**config.mk**
```make
export PLATFORM = sky130hd
export DESIGN_NAME = sap_memory_unit
export DESIGN_NICKNAME = d
export VERILOG_FILES = /design/src/rtl/sap_memory_unit.sv
export SDC_FILE = /design/constraint.sdc
export NUM_CORES = 1
export LEC_CHECK = 0
export BUFFER_PORTS_ARGS = -buffer_cell sky130_fd_sc_hd__buf_2
export CORE_UTILIZATION = 45
export DETAILED_ROUTE_END_ITERATION = 8
export GPL_TIMING_DRIVEN = 0
export SLEW_MARGIN = 20
export SYNTH_ARGS = -nofsm -noshare
export SYNTH_HDL_FRONTEND = slang
export SYNTH_SLANG_ARGS = --single-unit
```
**constraint.sdc**
```tcl
create_clock -name clk -period 5.6 [get_ports clk]
set_input_delay 0.28 -clock clk [delete_from_list [all_inputs] [get_ports clk]]
set_output_delay 0.28 -clock clk [all_outputs]
set_load 0.03 [all_outputs]
```
**src/rtl/sap_memory_unit.sv**
```systemverilog
// sap_memory_unit
//   This block combines the SAP memory address register, the program/run
//   address select and a DEPTH x DATA_WIDTH memory array.
//   After reset it can zero-fill the whole array, one word per clock.
//   The front-panel write button is edge detected, so holding it down
//   writes only once.
//   The read port is asynchronous. Its output is forced to zero whenever
//   the block is not driving the bus.
//
// Ports
//   clk         system clock; all state updates on the rising edge
//   reset       synchronous, active-high reset
//   prog_mode   1 = front-panel program mode, 0 = run mode
//   prog_addr   manual address switches
//   prog_data   manual data switches
//   prog_write  manual write pushbutton (level; may be held)
//   bus_in      shared bus value
//   mar_load    load MAR from bus_in[ADDR_WIDTH-1:0]
//   ram_load    write bus_in to mem[mar_q]
//   ram_out     drive mem[addr_sel] onto bus_out
//   bus_out     memory data; all zeros when not driving
//   mar_q       current MAR contents
//   busy        high while the zero-fill is in progress
module sap_memory_unit #(
   parameter int DATA_WIDTH     = 8,
   parameter int ADDR_WIDTH     = 4,
   parameter bit CLEAR_ON_RESET = 1'b1
) (
   input  logic                  clk,
   input  logic                  reset,
   input  logic                  prog_mode,
   input  logic [ADDR_WIDTH-1:0] prog_addr,
   input  logic [DATA_WIDTH-1:0] prog_data,
   input  logic                  prog_write,
   input  logic [DATA_WIDTH-1:0] bus_in,
   input  logic                  mar_load,
   input  logic                  ram_load,
   input  logic                  ram_out,
   output logic [DATA_WIDTH-1:0] bus_out,
   output logic [ADDR_WIDTH-1:0] mar_q,
   output logic                  busy
);

   localparam int DEPTH = 2 ** ADDR_WIDTH;

   if (ADDR_WIDTH < 1 || ADDR_WIDTH > DATA_WIDTH) begin : g_bad_param
      $error("sap_memory_unit: ADDR_WIDTH must be in 1..DATA_WIDTH");
   end

   typedef enum logic {
      CLEAR,
      RUN
   } state_t;

   state_t                state_q, state_d;
   logic [ADDR_WIDTH-1:0] clear_ptr_q, clear_ptr_d;
   logic [ADDR_WIDTH-1:0] mar_d;
   logic                  prog_write_q;
   logic [ADDR_WIDTH-1:0] addr_sel;

   logic                  mem_we;
   logic [ADDR_WIDTH-1:0] mem_waddr;
   logic [DATA_WIDTH-1:0] mem_wdata;
   logic [DATA_WIDTH-1:0] mem [DEPTH];

   // State register. The memory array is deliberately excluded.
   always_ff @(posedge clk) begin
      if (reset) begin
         state_q      <= CLEAR_ON_RESET ? CLEAR : RUN;
         clear_ptr_q  <= '0;
         mar_q        <= '0;
         prog_write_q <= 1'b0;
      end else begin
         state_q      <= state_d;
         clear_ptr_q  <= clear_ptr_d;
         mar_q        <= mar_d;
         prog_write_q <= prog_write;
      end
   end

   // Next state and the single memory write port.
   // While in CLEAR, the zero-fill owns the write port and every other
   // request is dropped.
   // In RUN, the prog_mode input decides whether the front panel or the
   // controller owns the write port.
   always_comb begin
      state_d     = state_q;
      clear_ptr_d = clear_ptr_q;
      mar_d       = mar_q;
      mem_we      = 1'b0;
      mem_waddr   = mar_q;
      mem_wdata   = bus_in;

      if (!reset) begin
         unique case (state_q)
            CLEAR: begin
               mem_we      = 1'b1;
               mem_waddr   = clear_ptr_q;
               mem_wdata   = '0;
               clear_ptr_d = clear_ptr_q + ADDR_WIDTH'(1);
               if (&clear_ptr_q) begin
                  state_d = RUN;
               end
            end
            RUN: begin
               if (prog_mode) begin
                  // Only the press edge writes, so a held button writes once.
                  if (prog_write && !prog_write_q) begin
                     mem_we    = 1'b1;
                     mem_waddr = prog_addr;
                     mem_wdata = prog_data;
                  end
               end else begin
                  // The write uses the pre-edge MAR, even when the MAR
                  // is reloaded on the same edge.
                  if (ram_load) begin
                     mem_we    = 1'b1;
                     mem_waddr = mar_q;
                     mem_wdata = bus_in;
                  end
                  if (mar_load) begin
                     mar_d = bus_in[ADDR_WIDTH-1:0];
                  end
               end
            end
            default: state_d = state_q;
         endcase
      end
   end

   always_ff @(posedge clk) begin
      if (mem_we) begin
         mem[mem_waddr] <= mem_wdata;
      end
   end

   assign busy     = (state_q == CLEAR);
   assign addr_sel = prog_mode ? prog_addr : mar_q;
   assign bus_out  = (state_q == RUN && ram_out) ? mem[addr_sel] : '0;

endmodule

```
==> flow_results.org, run 1 <==
** Outcome
- The flow ran to the end, and the final reports show no timing, DRC or antenna violations.

** Floorplan
- Die H :: around 120 um
- The floorplan step defined a die boundary enclosing around 0.014 sq mm.
- Cell Rows :: a little over 40
- In this run the standard cell core region covers about 0.013 sq mm.
- The initial utilization of the core area, before any placement, comes to 46.87%.
- Total I/O pin count :: 40
- From left edge to right edge, the die measures about 120 um.

** STA
- Worst Skew :: roughly 11 ps
- Transition at the pin with the smallest max-transition slack :: 933.4 ps
- Slew Limit Headroom :: between 30% and 40%
- The final count of pins violating max slew is 0.
- Summed over all failing endpoints, the final setup total negative slack is 0 ps.
- Setup repair after global routing left no endpoint under its margin.
- The number of failing hold endpoints at the final stage came to 0.
- Setup violations remaining at the end of the flow were counted as 0.
- Top achievable clock speed :: about 300 MHz
- Post-layout minimum cycle time :: between 3000 and 4000 ps
- Dividing the final minimum period by the clock period gives between 50% and 60%.
- Final Hold Slack :: about 120 ps

** Placement
- The count of buffers added on input and output ports is 38.
- Once detailed placement completed, the half-perimeter wirelength came to roughly 9600 um.
- Including well taps, the total number of placed cells is about 640.
- GPL Wtd Cong :: a little under 0.9

** Logic synthesis
- A synthesized cell averages 13.89 sq um.
- After synthesis, the netlist uses 48 different library cells.
- The synthesized netlist devotes 11.39% of its cell area to compound gates.
- Ranked by instance count, the synthesized netlist is headed by sky130_fd_sc_hd__edfxtp_1, sky130_fd_sc_hd__mux2i_1, sky130_fd_sc_hd__nand2_1.
- Summing the areas of all and, or, nand and nor instances in the mapped netlist gives between 6 and 7% of the synthesized area.
- The biggest area contributor in the post-synthesis netlist is sky130_fd_sc_hd__edfxtp_1.
- The number of nets in the synthesized netlist is 459.
- In this run the cell area of the synthesized design comes to about 0.0060 sq mm.
- Most frequently used flop master after synthesis :: sky130_fd_sc_hd__edfxtp_1
- The synthesized design contains about 140 register bits.
- The most common cell in the synthesized netlist is sky130_fd_sc_hd__edfxtp_1.
- Counting flops with an async set or reset pin after synthesis yields a share of 0%.
- By area, the combinational part of the netlist is dominated by compound AO/OA/AOI/OAI gates.
- Ranked by total cell area, the synthesized netlist is headed by sky130_fd_sc_hd__edfxtp_1, sky130_fd_sc_hd__mux2i_1, sky130_fd_sc_hd__dfxtp_1.
- Count of flip-flops with a built-in enable after synthesis :: between 100 and 150
- Of the post-synthesis cell area, the part taken by muxes is 10.89%.
- After Yosys synthesis, XOR and XNOR cells account for 0.4389% of the synthesized area.
- Cell count after synthesis :: 431
- Summing the areas of all fa, ha and maj instances in the mapped netlist gives less than 1% of the synthesized area.
- After synthesis, flip-flops and latches occupy about two thirds of the total area.
- The Yosys step of the flow raised 0 warnings.
- After synthesis, the largest area contributor takes up 64.20% of total cell area.

** Power
- Static leakage power :: roughly 2.6 nW
- Power per unit of standard cell area :: 353.6 mW/mm^2
- VDD sags by at most 0.2606 mV.

** Finish
- Count of placed standard cells in the final layout, fillers left out :: between 600 and 700
- 0 antenna diodes ended up in the layout.
- Fill count :: roughly 1100
- Nets :: approximately 520
- Layout overhead on the synthesized area :: 17.66%
- The post-route netlist has 18.60% of its cells at a drive strength greater than 1.

** Detailed routing
- The first detailed-routing pass ran for 7 iterations.
- The routed layout has 3884 vias.
- # DRC :: 0
- In this run the remaining antenna-violating nets after routing total 0.
- Mean number of vias per cell :: between 5 and 6
- The final layout contains routed wiring with a total length of 14310 um.
- Violation count after the first detailed-routing iteration :: approximately 380
- Drt wl/cell :: 21.29 um

** Critical path
- CP max stage delay :: 750 ps
- Data required time of the worst path :: around 5300 ps
- Critical-path maximum fanout :: 7
- CP top delay family :: compound AO/OA/AOI/OAI gates
- At the worst endpoint, the arrival time is just over 3000 ps.
- Kind of end point of the critical path :: output pin
- Walking the worst path, the cells encountered are inv_1 > o21ai_0 > nand2_1 > o22ai_1 > o41a_1 > buf_2.
- Slowest-stage cell, CP :: sky130_fd_sc_hd__o21ai_0
- Number of buffers and inverters on the critical path :: 2
- The worst setup path is of the flop to output pin kind.
- STA classifies the critical path startpoint as a flop.

** GRT
- After global routing the overflow that remains totals 0.
- Initial antenna violation count :: 0
- The number of global-route vias before repair came to between 3000 and 4000.
- Wire length of the first global-routing pass :: 22120 um
- Entering global routing, the biggest net connects 17 pins.
- Gr usage total :: approximately 22%

** Clocking
- Gates resized during post-CTS repair numbered 0.
- Hold repair after CTS inserted 0 buffers.
- In this run the number of H-tree levels came out at 4.
- CTS root buf :: sky130_fd_sc_hd__clkbuf_16
- In this run, CTS created clock tree buffers numbering 17.
- TritonCTS built the clock tree.
- No sink is reached through more buffers than the 2 on the longest clock path.
- Clk sink count :: 138
- Clock slew at the register clock pins of the worst setup and hold paths :: 60 ps
- Post CTS Setup Buffer Count :: 0
- Clock latency on the worst-skew pair, taken at its later pin, is 420 ps.

** Flow run
- Across the run, the number of max-cap violations was 0.

** Hold path
- The path class of the tightest hold or removal check is input port to flop.
==> worst min-delay path, cell delays in order <==
cell and delay [ps]:
sky130_fd_sc_hd__buf_2 90, sky130_fd_sc_hd__mux2i_1 60, sky130_fd_sc_hd__nor2_1 70
==> state kept, by name, summed over array words and instances, names as in the netlist <==
register      count
prog_write_q      1
mar_q             4
mem             128
clear_ptr_q       4
state_q           1
==> report_power, final <==
group | internal [mW] | switching, mW
Combinational | 0.0493 | 0.101
Sequential | 1.15 | 0.00755
Clock | 0.749 | 0.431
==> worst paths after layout <==
kind                          startpoint                     to  slack (ps)  cells past startpoint
max                mar_q[0]$_SDFFE_PP0P_             bus_out[7]        2270                      6
min reg2reg  clear_ptr_q[3]$_SDFFE_PP0N_     state_q$_SDFF_PP0_         510                      2
max reg2reg      prog_write_q$_SDFF_PP0_    mem[8][7]$_DFFE_PP_        3040                      5
min                            bus_in[3]  mar_q[3]$_SDFFE_PP0P_         120                      3
==> cells by family (layout without fill, tap and decap cells) <==
logic type	count (synthesis)	after routing
adders and majority gates	1	1
and+or+nand+nor	93	93
xor gates and xnor gates	3	3
muxes	65	65
AOI/OAI and AO/OA	99	99
buffers and inverters	32	101
DFF	138	138
==> cells in the final DEF (no fill, tap or decap), drive strengths merged, types with 6 or more instances in the layout <==
cell type,n
o22ai,29
nor3,6
a21oi,16
clkbuf,26
mux2i,64
a211oi,7
o21ai,14
nand2,35
nand3,8
edfxtp,128
dfxtp,10
nor2,31
inv,15
o41a,7
buf,51
==> through the flow <==
step           area (sq um)  power (mW)  utilization [%]  setup slack [ps]
2_1_floorplan          5987       1.274                -              3459
3_3_place_gp           6392       1.327            50.04              2719
3_5_place_dp           6415       1.332            50.22              2719
4_1_cts                7037       2.501            55.09              2331
5_1_grt                7044       2.566            55.15              2155
6_report               7044       2.491            55.15              2274
==> area by class of cell <==
class                   instances  area [sq um]  area share (%)
multi-input cells             261          1815           25.77
well taps                     172         215.2           3.055
flip-flops and latches        138          4044           57.41
inverters                      11         41.29          0.5861
plain buffers                  21         116.4           1.652
clock buffers                  18         429.2           6.092
clock inverters                13         192.7           2.735
repair buffers                 38         190.2           2.700
==> metal layers <==
layer	GRT usage (%)	vias to the layer above	wire length, um
li1	-	1798	-
met1	29.58	1906	6191
met2	35.06	154	6855
met3	5.545	26	1003
met4	7.062	0	256
met5	0	-	0
Note: power is estimated with default switching activity, not from simulation.
==> run 2: changes to the inputs <==
--- a/config.mk
+++ b/config.mk
@@ -5,6 +5,7 @@
 export SDC_FILE = /design/constraint.sdc
 export NUM_CORES = 1
 export LEC_CHECK = 0
+export ABC_AREA = 1
 export BUFFER_PORTS_ARGS = -buffer_cell sky130_fd_sc_hd__buf_2
 export CORE_UTILIZATION = 45
 export DETAILED_ROUTE_END_ITERATION = 8
==> constraint.sdc (replaced) <==
create_clock -name clk -period 2.9 [get_ports clk]
set_input_delay 0.145 -clock clk [delete_from_list [all_inputs] [get_ports clk]]
set_output_delay 0.145 -clock clk [all_outputs]
set_load 0.03 [all_outputs]
==> flow_results.org, run 2 <==
** Outcome
- Run status: finished clean (unchanged).

** STA
- Fraction of the cycle the final worst path needs :: 85.25%
- Setup repair after global routing missed its margin :: false (unchanged)
- The worst clock skew is 6.781 ps (was 11.18 ps).
- Final setup violation count :: 0 (unchanged)
- Fin Setup TNS :: 0 ps (unchanged)
- Final Hold Slack :: 24.56 ps (was 117.0 ps)
- Number of pins exceeding their max-slew limit in the final report :: 0 (unchanged)
- For this run, the top clock speed supported by timing is 404.5 MHz.
- Post-layout minimum cycle time :: between 2000 and 2500 ps
- The worst relative slew slack is 35.51% (was 37.55%).
- Transition at the pin with the smallest max-transition slack :: 963.8 ps (was 933.4 ps)
- The number of failing hold endpoints at the final stage is 0 (unchanged).

** Placement
- Number of buffer cells added on primary ports :: 38 (unchanged)
- HPWL Detailed :: 10420 um (was 9579 um)
- GPL Wtd Cong :: 0.8353 (was 0.8916)

** Floorplan
- The I/O pin count came to 40 (unchanged).
- Cell Rows :: 42 (was 41)
- Effective utilization at floorplan :: 46.30% (was 46.87%)
- DIE WIDTH :: 119.0 um (was 117.3 um)
- Die H :: 119.0 um (was 117.3 um)
- Placeable core region :: 0.01330 sq mm (was 0.01277 sq mm)
- The area of the die was 0.01415 sq mm (was 0.01377 sq mm).

** Logic synthesis
- The mean post-synth cell area came to 10.52 sq um (was 13.89 sq um).
- Post-synth ARST share :: 0% (unchanged)
- Synthesized flop and latch total :: 138 (unchanged)
- The sequential element share of the synthesized area came to 65.69% (was 67.54%).
- Area of the mapped netlist :: 0.006156 sq mm (was 0.005987 sq mm)
- Warnings from Yosys :: 0 (unchanged)
- Most frequent cell after synthesis :: sky130_fd_sc_hd__nand2_1 (was sky130_fd_sc_hd__edfxtp_1)
- The number of flops mapped to enable cells by yosys was 128 (unchanged).
- Cell types with the largest area share after synthesis :: sky130_fd_sc_hd__edfxtp_1, sky130_fd_sc_hd__nand2_1, sky130_fd_sc_hd__nand3_1 (was sky130_fd_sc_hd__edfxtp_1, sky130_fd_sc_hd__mux2i_1, sky130_fd_sc_hd__dfxtp_1)
- The leading register cell type out of synthesis is sky130_fd_sc_hd__edfxtp_1 (unchanged).
- The number of standard cells after synthesis came to 585 (was 431).
- Most instantiated cells after synthesis: sky130_fd_sc_hd__nand2_1, sky130_fd_sc_hd__edfxtp_1, sky130_fd_sc_hd__nand3_1 (was sky130_fd_sc_hd__edfxtp_1, sky130_fd_sc_hd__mux2i_1, sky130_fd_sc_hd__nand2_1).
- The count of cell types in the netlist was 31 (was 48).
- The net count after synthesis was 613 (was 459).
- The share of the synthesized area in the top cell type was 62.44% (was 64.20%).
- The top cell type by total area after synthesis is sky130_fd_sc_hd__edfxtp_1 (unchanged).

** GRT
- The number of antenna violations at the first check in global routing came to 0 (unchanged).
- The number of global-route vias before repair was 4336 (was 3856).
- Wire length of the first global-routing pass :: 24010 um (was 22120 um)
- Maximum number of pins on one net before global-route repair :: 17 (unchanged)
- The total grt overflow came to 0 (unchanged).
- Gr usage total :: 23.57% (was 22.04%)

** Clocking
- Later-pin clock latency in the skew report :: 420 ps (about the same)
- CTS Buffer Depth :: 2 (unchanged)
- CTS tree :: yes (unchanged)
- Clk sink count :: 138 (unchanged)
- The post-CTS repair timing setup buffer count is 0 (unchanged).
- CTS root buf :: sky130_fd_sc_hd__clkbuf_16 (unchanged)
- Hold buffers post-CTS :: 2 (was 0)
- The total of cells resized after clock tree synthesis was 0 (unchanged).
- Clock slew at the register clock pins of the worst setup and hold paths :: 60 ps (about the same)
- Number of buffers created by CTS :: 17 (unchanged)
- Level count of the clock H-tree :: 4 (unchanged)

** Finish
- The proportion of layout cells with a drive suffix above 1 came to 18.29% (was 18.60%).
- The net count of the finished layout is 672 (was 516).
- Register with the most flip-flops :: mem (unchanged)
- Diodes inserted :: 0 (unchanged)
- Top library cells by usage in the layout, fill and taps aside: sky130_fd_sc_hd__nand2_1, sky130_fd_sc_hd__edfxtp_1, sky130_fd_sc_hd__nand3_1 (was sky130_fd_sc_hd__edfxtp_1, sky130_fd_sc_hd__mux2i_1, sky130_fd_sc_hd__buf_2).
- Commonest non-fill, non-tap cell in the layout :: sky130_fd_sc_hd__nand2_1 (was sky130_fd_sc_hd__edfxtp_1)
- Largest registers: mem x128, clear_ptr_q x4, mar_q x4 (unchanged).
- The area growth from synthesis to layout was 17.11% (was 17.66%).
- Number of flip-flops in the largest register :: 128 (unchanged)
- The number of filler instances in the final layout was 1149 (was 1069).

** Critical path
- The maximum fanout count along the critical path was 10 (was 7).
- Critical path start-end classification :: flop to output pin (unchanged)
- The launching element type of the critical path is a flop (unchanged).
- Start point of the critical path :: mar_q[0]$_SDFFE_PP0P_ (unchanged)
- Worst r2r src :: state_q$_SDFF_PP0_ (was prog_write_q$_SDFF_PP0_)
- The endpoint type of the worst setup path was an output pin (unchanged).
- Data required time of the worst path :: 2760 ps (was 5320 ps)
- The data arrival at the endpoint of the critical path came to 2330 ps (was 3050 ps).
- The cell count of the worst reg-to-reg path came to 6 (was 5).

** Flow run
- Count of maximum capacitance violations :: 0 (unchanged)

** Hold path
- The class of the tightest hold or removal check is input port to flop (unchanged).
- Startpoint of the most critical hold path :: bus_in[0] (was bus_in[3])
- Cell depth of the worst hold path :: 3 (unchanged)

** Power
- The clock network fraction of design power came to 46.0% (was 47.4%).
- The share of total power in combinational logic was 7.9% (was 6.1%).
- The leakage power was 2.788 nW (was 2.650 nW).
- The design internal power was 3.760 mW (was 1.951 mW).
- The ratio of total power to cell area came to 669.8 mW/mm^2 (was 353.6 mW/mm^2).
- Maximum vdd ir drop :: 0.3463 mV (was 0.2606 mV)
- Sequential power share :: 46.1% (was 46.6%)
- The switching power was 1.069 mW (was 0.5400 mW).
- The switching part of the total power is 22.13% (was 21.68%).

** Detailed routing
- Number of routed nets with antenna violations :: 0 (unchanged)
- Routed via count :: 4417 (was 3884)
- # DRC :: 0 (unchanged)
- The wire length after detailed routing came to 15390 um (was 14310 um).
- The length of the first detailed-routing pass in iterations came to 5 (was 7).
- Mean number of vias per cell :: 5.309 (was 5.780)
- Violation count after the first detailed-routing iteration :: 343 (was 384)
- The average routed wire per standard cell was 18.50 um (was 21.29 um).
[run 2: metal layers]
metal,GRT usage (%),wire length (um)
met1,32.20,6860
met2,36.22,7289
met4,9.256,359
met3,5.843,881
met5,0,0
[run 2: worst paths after layout]
path                           end  slack [ps]
max reg2reg   mem[14][7]$_DFFE_PP_         480
min reg2reg     state_q$_SDFF_PP0_         490
max                     bus_out[5]         430
min          mar_q[0]$_SDFFE_PP0P_          20
[run 2: logic make-up (layout without fill, tap and decap cells)]
group | Yosys count | count (layout) | share of synthesized area [%]
adder cells (fa/ha/maj) | 1 | 1 | 0.2032
AO/OA/AOI/OAI | 48 | 48 | 4.939
flip-flops | 138 | 138 | 65.69
buffers and inverters | 66 | 137 | 5.955
AND/OR/NAND/NOR | 332 | 332 | 23.21
[run 2: final cells by class]
| type | count | area (sq um) | share of cell area, % |
|---|---|---|---|
| clock buffers | 18 | 429.2 | 5.953 |
| flip-flops and latches | 138 | 4044 | 56.09 |
| clock inverters | 13 | 176.4 | 2.447 |
| multi-input cells | 381 | 1763 | 24.45 |
| repair buffers | 40 | 210.2 | 2.916 |
| well taps | 176 | 220.2 | 3.054 |
| plain buffers | 27 | 217.7 | 3.020 |
| inverters | 39 | 148.9 | 2.065 |
[run 2: power groups by stage]
stage	sequential, mW	clock, mW	combinational (mW)
final	2.23	2.22	0.382
after global routing	2.23	2.32	0.421
after CTS	2.23	2.25	0.379
after floorplan	2.27	0	0.245
after detailed placement	2.27	0	0.376
after global placement	2.27	0	0.367
[run 2: metrics by stage]
step,total power [mW],setup WS [ps],instances,cell area (sq um),util (%)
after floorplan,2.510,980.7,585,6156,-
after global placement,2.635,300.0,799,6566,49.39
after detailed placement,2.644,491.8,799,6581,49.50
after CTS,4.853,466.6,832,7207,54.21
after global routing,4.974,248.9,832,7209,54.23
final,4.829,427.9,832,7209,54.23
[run 2: worst max-delay path: stages, from the launching register on]
cell,delay (ps)
sky130_fd_sc_hd__dfxtp_1,360
sky130_fd_sc_hd__nand2_1,130
sky130_fd_sc_hd__nand2_2,250
sky130_fd_sc_hd__buf_2,330
sky130_fd_sc_hd__nand2_1,80
sky130_fd_sc_hd__nand3_1,90
sky130_fd_sc_hd__nand3_1,120
sky130_fd_sc_hd__nand3_1,110
sky130_fd_sc_hd__nand2_1,50
sky130_fd_sc_hd__nor2_1,150
sky130_fd_sc_hd__buf_2,230
==> run 3: changes to the inputs <==
--- a/config.mk
+++ b/config.mk
@@ -5,7 +5,6 @@
 export SDC_FILE = /design/constraint.sdc
 export NUM_CORES = 1
 export LEC_CHECK = 0
-export ABC_AREA = 1
 export BUFFER_PORTS_ARGS = -buffer_cell sky130_fd_sc_hd__buf_2
 export CORE_UTILIZATION = 45
 export DETAILED_ROUTE_END_ITERATION = 8
==> flow_results.org, run 3 (synthesis gave the netlist of run 1 again) <==
** STA
- Number of hold-slack violations in the final timing report :: 0 (unchanged)
- The final total negative setup slack was 0 ps (unchanged).
- The setup-violating endpoint count in the final report was 0 (unchanged).
- The worst relative slew slack came to 37.69% (was 35.51%).
- Fraction of the cycle the final worst path needs :: 97.32% (was 85.25%)
- The worst hold margin came to 13.45 ps (was 24.56 ps).
- Transition at the pin with the smallest max-transition slack :: 931.2 ps (was 963.8 ps)
- Top achievable clock speed :: 354.3 MHz (was 404.5 MHz)
- Worst Skew :: 10.28 ps (was 6.781 ps)
- Post-layout minimum cycle time :: 2822 ps (was 2472 ps)
- The final count of pins violating max slew came to 0 (unchanged).

** GRT
- Gr usage total :: 22.12% (was 23.57%)
- Initial antenna violation count :: 0 (unchanged)
- The first-pass GRT wire length was 22200 um (was 24010 um).
- The number of global-route vias before repair came to 3882 (was 4336).
- The maximum number of pins on one net before global-route repair came to 17 (unchanged).
- Remaining Overflow, GRT :: 0 (unchanged)

** Detailed routing
- Met2 wirelength from detailed routing :: 6934 um (was 7289 um)
- The count of routing violations after the opening detailed-route iteration was 410 (was 343).
- The routed length on met3 was 642 um (was 881 um).
- # DRC :: 0 (unchanged)
- Routed via count :: 3890 (was 4417)
- The wire length on met1 was 6576 um (was 6860 um).
- Max layer used :: met4 (unchanged)
- Number of detailed-route iterations in the first pass :: 5 (unchanged)
- The antenna violation net count after detailed routing was 0 (unchanged).
- The mean number of vias per cell was 5.772 (was 5.309).
- The wire length after detailed routing is 14440 um (was 15390 um).
- Drt wl/cell :: 21.43 um (was 18.50 um)

** Clocking
- Number of buffers created by CTS :: 17 (unchanged)
- The clock root buffer was sky130_fd_sc_hd__clkbuf_16 (unchanged).
- CTS Buffer Depth :: 2 (unchanged)
- Later-pin clock latency in the skew report :: 420 ps (about the same)
- Level count of the clock H-tree :: 4 (unchanged)
- The number of sinks on the clock net was 138 (unchanged).
- The post-CTS clock slew at the launch and capture registers of the worst setup and hold paths came to 60 ps (about the same).
- CTS tree :: yes (unchanged)

** Floorplan
- Die H :: 117.3 um (was 119.0 um)
- The width of the chip is 117.3 um (was 119.0 um).
- The effective utilization at floorplan is 46.87% (was 46.30%).
- Placeable core region :: 0.01277 sq mm (was 0.01330 sq mm)
- Total I/O pin count :: 40 (unchanged)
- The placement row count is 41 (was 42).
- Die Outline Area :: 0.01377 sq mm (was 0.01415 sq mm)

** Finish
- The most flop-heavy register is mem (unchanged).
- Largest registers: mem x128, clear_ptr_q x4, mar_q x4 (unchanged).
- The flip-flop count of the largest register, all copies and words added was 128 (unchanged).
- Diodes inserted :: 0 (unchanged)
- The area growth from synthesis to layout came to 18.29% (was 17.11%).
- Nets :: 518 (was 672)
- Commonest non-fill, non-tap cell in the layout :: sky130_fd_sc_hd__edfxtp_1 (was sky130_fd_sc_hd__nand2_1)
- Fraction of layout instances using a drive strength above 1 :: 18.92% (was 18.29%)
- Top library cells by usage in the layout, fill and taps aside :: sky130_fd_sc_hd__edfxtp_1, sky130_fd_sc_hd__mux2i_1, sky130_fd_sc_hd__buf_2 (was sky130_fd_sc_hd__nand2_1, sky130_fd_sc_hd__edfxtp_1, sky130_fd_sc_hd__nand3_1)
- The number of filler instances in the final layout was 1064 (was 1149).

** Critical path
- The data arrival at the endpoint of the critical path was 2680 ps (was 2330 ps).
- The launching element type of the critical path is a flop (unchanged).
- Data required time of the worst path :: 2760 ps (about the same)
- The maximum fanout count along the critical path came to 7 (was 10).
- The slack of the worst reg-to-reg path came to 350 ps (was 480 ps).
- The classification of the worst setup path is flop to output pin (unchanged).
- The origin of the critical flop-to-flop path is prog_write_q$_SDFF_PP0_ (was state_q$_SDFF_PP0_).
- Kind of end point of the critical path :: output pin (unchanged)
- The launching instance or port of the critical path is mar_q[3]$_SDFFE_PP0P_ (was mar_q[0]$_SDFFE_PP0P_).

** Placement
- HPWL Detailed :: 9579 um (was 10420 um)
- The final weighted congestion in routability-driven placement came to 0.8916 (was 0.8353).
- Number of buffer cells added on primary ports :: 38 (unchanged)

** Power
- Static leakage power :: 2.666 nW (was 2.788 nW)
- Power per unit of standard cell area :: 679.9 mW/mm^2 (was 669.8 mW/mm^2)
- The maximum vdd ir drop is 0.5054 mV (was 0.3463 mV).

** Outcome
- Run status :: finished clean (unchanged)

** Hold path
- The class of the tightest hold or removal check is input port to flop (unchanged).
- Startpoint of the most critical hold path :: bus_in[0] (unchanged)

** Flow run
- The total of max-cap violations came to 0 (unchanged).
run 3: layout make-up:
cell class                 instances  area [sq um]  share of cell area (%)
sequential                       138          4044                   57.10
multi-input combinational        261          1827                   25.80
clock buffer                      18         429.2                   6.060
timing repair buffer              41         220.2                   3.110
tap                              172         215.2                   3.039
clock inverter                    13         192.7                   2.721
buffer                            20         112.6                   1.590
inverter                          11         41.29                  0.5830
run 3: stage by stage:
stage	worst slack (ps)	std cells	power, mW	instance area, sq um	utilization [%]
2_1_floorplan	788.1	431	2.461	5987	-
3_5_place_dp	220.7	641	2.571	6415	50.22
5_1_grt	-6.500	674	4.959	7082	55.44
3_3_place_gp	235.1	641	2.562	6392	50.04
6_report	77.78	674	4.815	7082	55.44
4_1_cts	54.31	675	4.833	7067	55.32
run 3: path summary, 6_finish.rpt:
check | to | cells after the start
setup / recovery | bus_out[7] | 6
hold / removal | mar_q[0]$_SDFFE_PP0P_ | 3
setup reg to reg | mem[8][7]$_DFFE_PP_ | 5
hold reg to reg | state_q$_SDFF_PP0_ | 2
run 3: what timing repair did:
action | 4_1_cts | 5_1_grt
setup buffers | 0 | 0
hold buffers | 3 | 0
endpoints found under the hold margin | 3 | 0
resized for setup | 1 | 2
endpoints found under the setup margin | 7 | 7
gates cloned | 0 | 0
run 3: report_power, final:
part	leakage [nW]	total (mW)	internal, mW	switching, mW
clock network	0.303	2.28	1.45	0.832
logic	1.10	0.296	0.0984	0.197
registers	1.26	2.24	2.23	0.0148
run 3: critical path, cell delays in order, from the launching register on:
cell and delay (ps):
sky130_fd_sc_hd__dfxtp_1 500, sky130_fd_sc_hd__inv_1 190, sky130_fd_sc_hd__o32ai_2 390, sky130_fd_sc_hd__nand2_1 280, sky130_fd_sc_hd__o22ai_1 410, sky130_fd_sc_hd__o41a_1 270
sky130_fd_sc_hd__buf_2 220
run 3: routing by layer:
layer	global-route usage, %	vias up
li1	-	1810
met1	29.62	1935
met2	35.28	118
met3	5.545	27
met4	7.062	0
met5	0	-
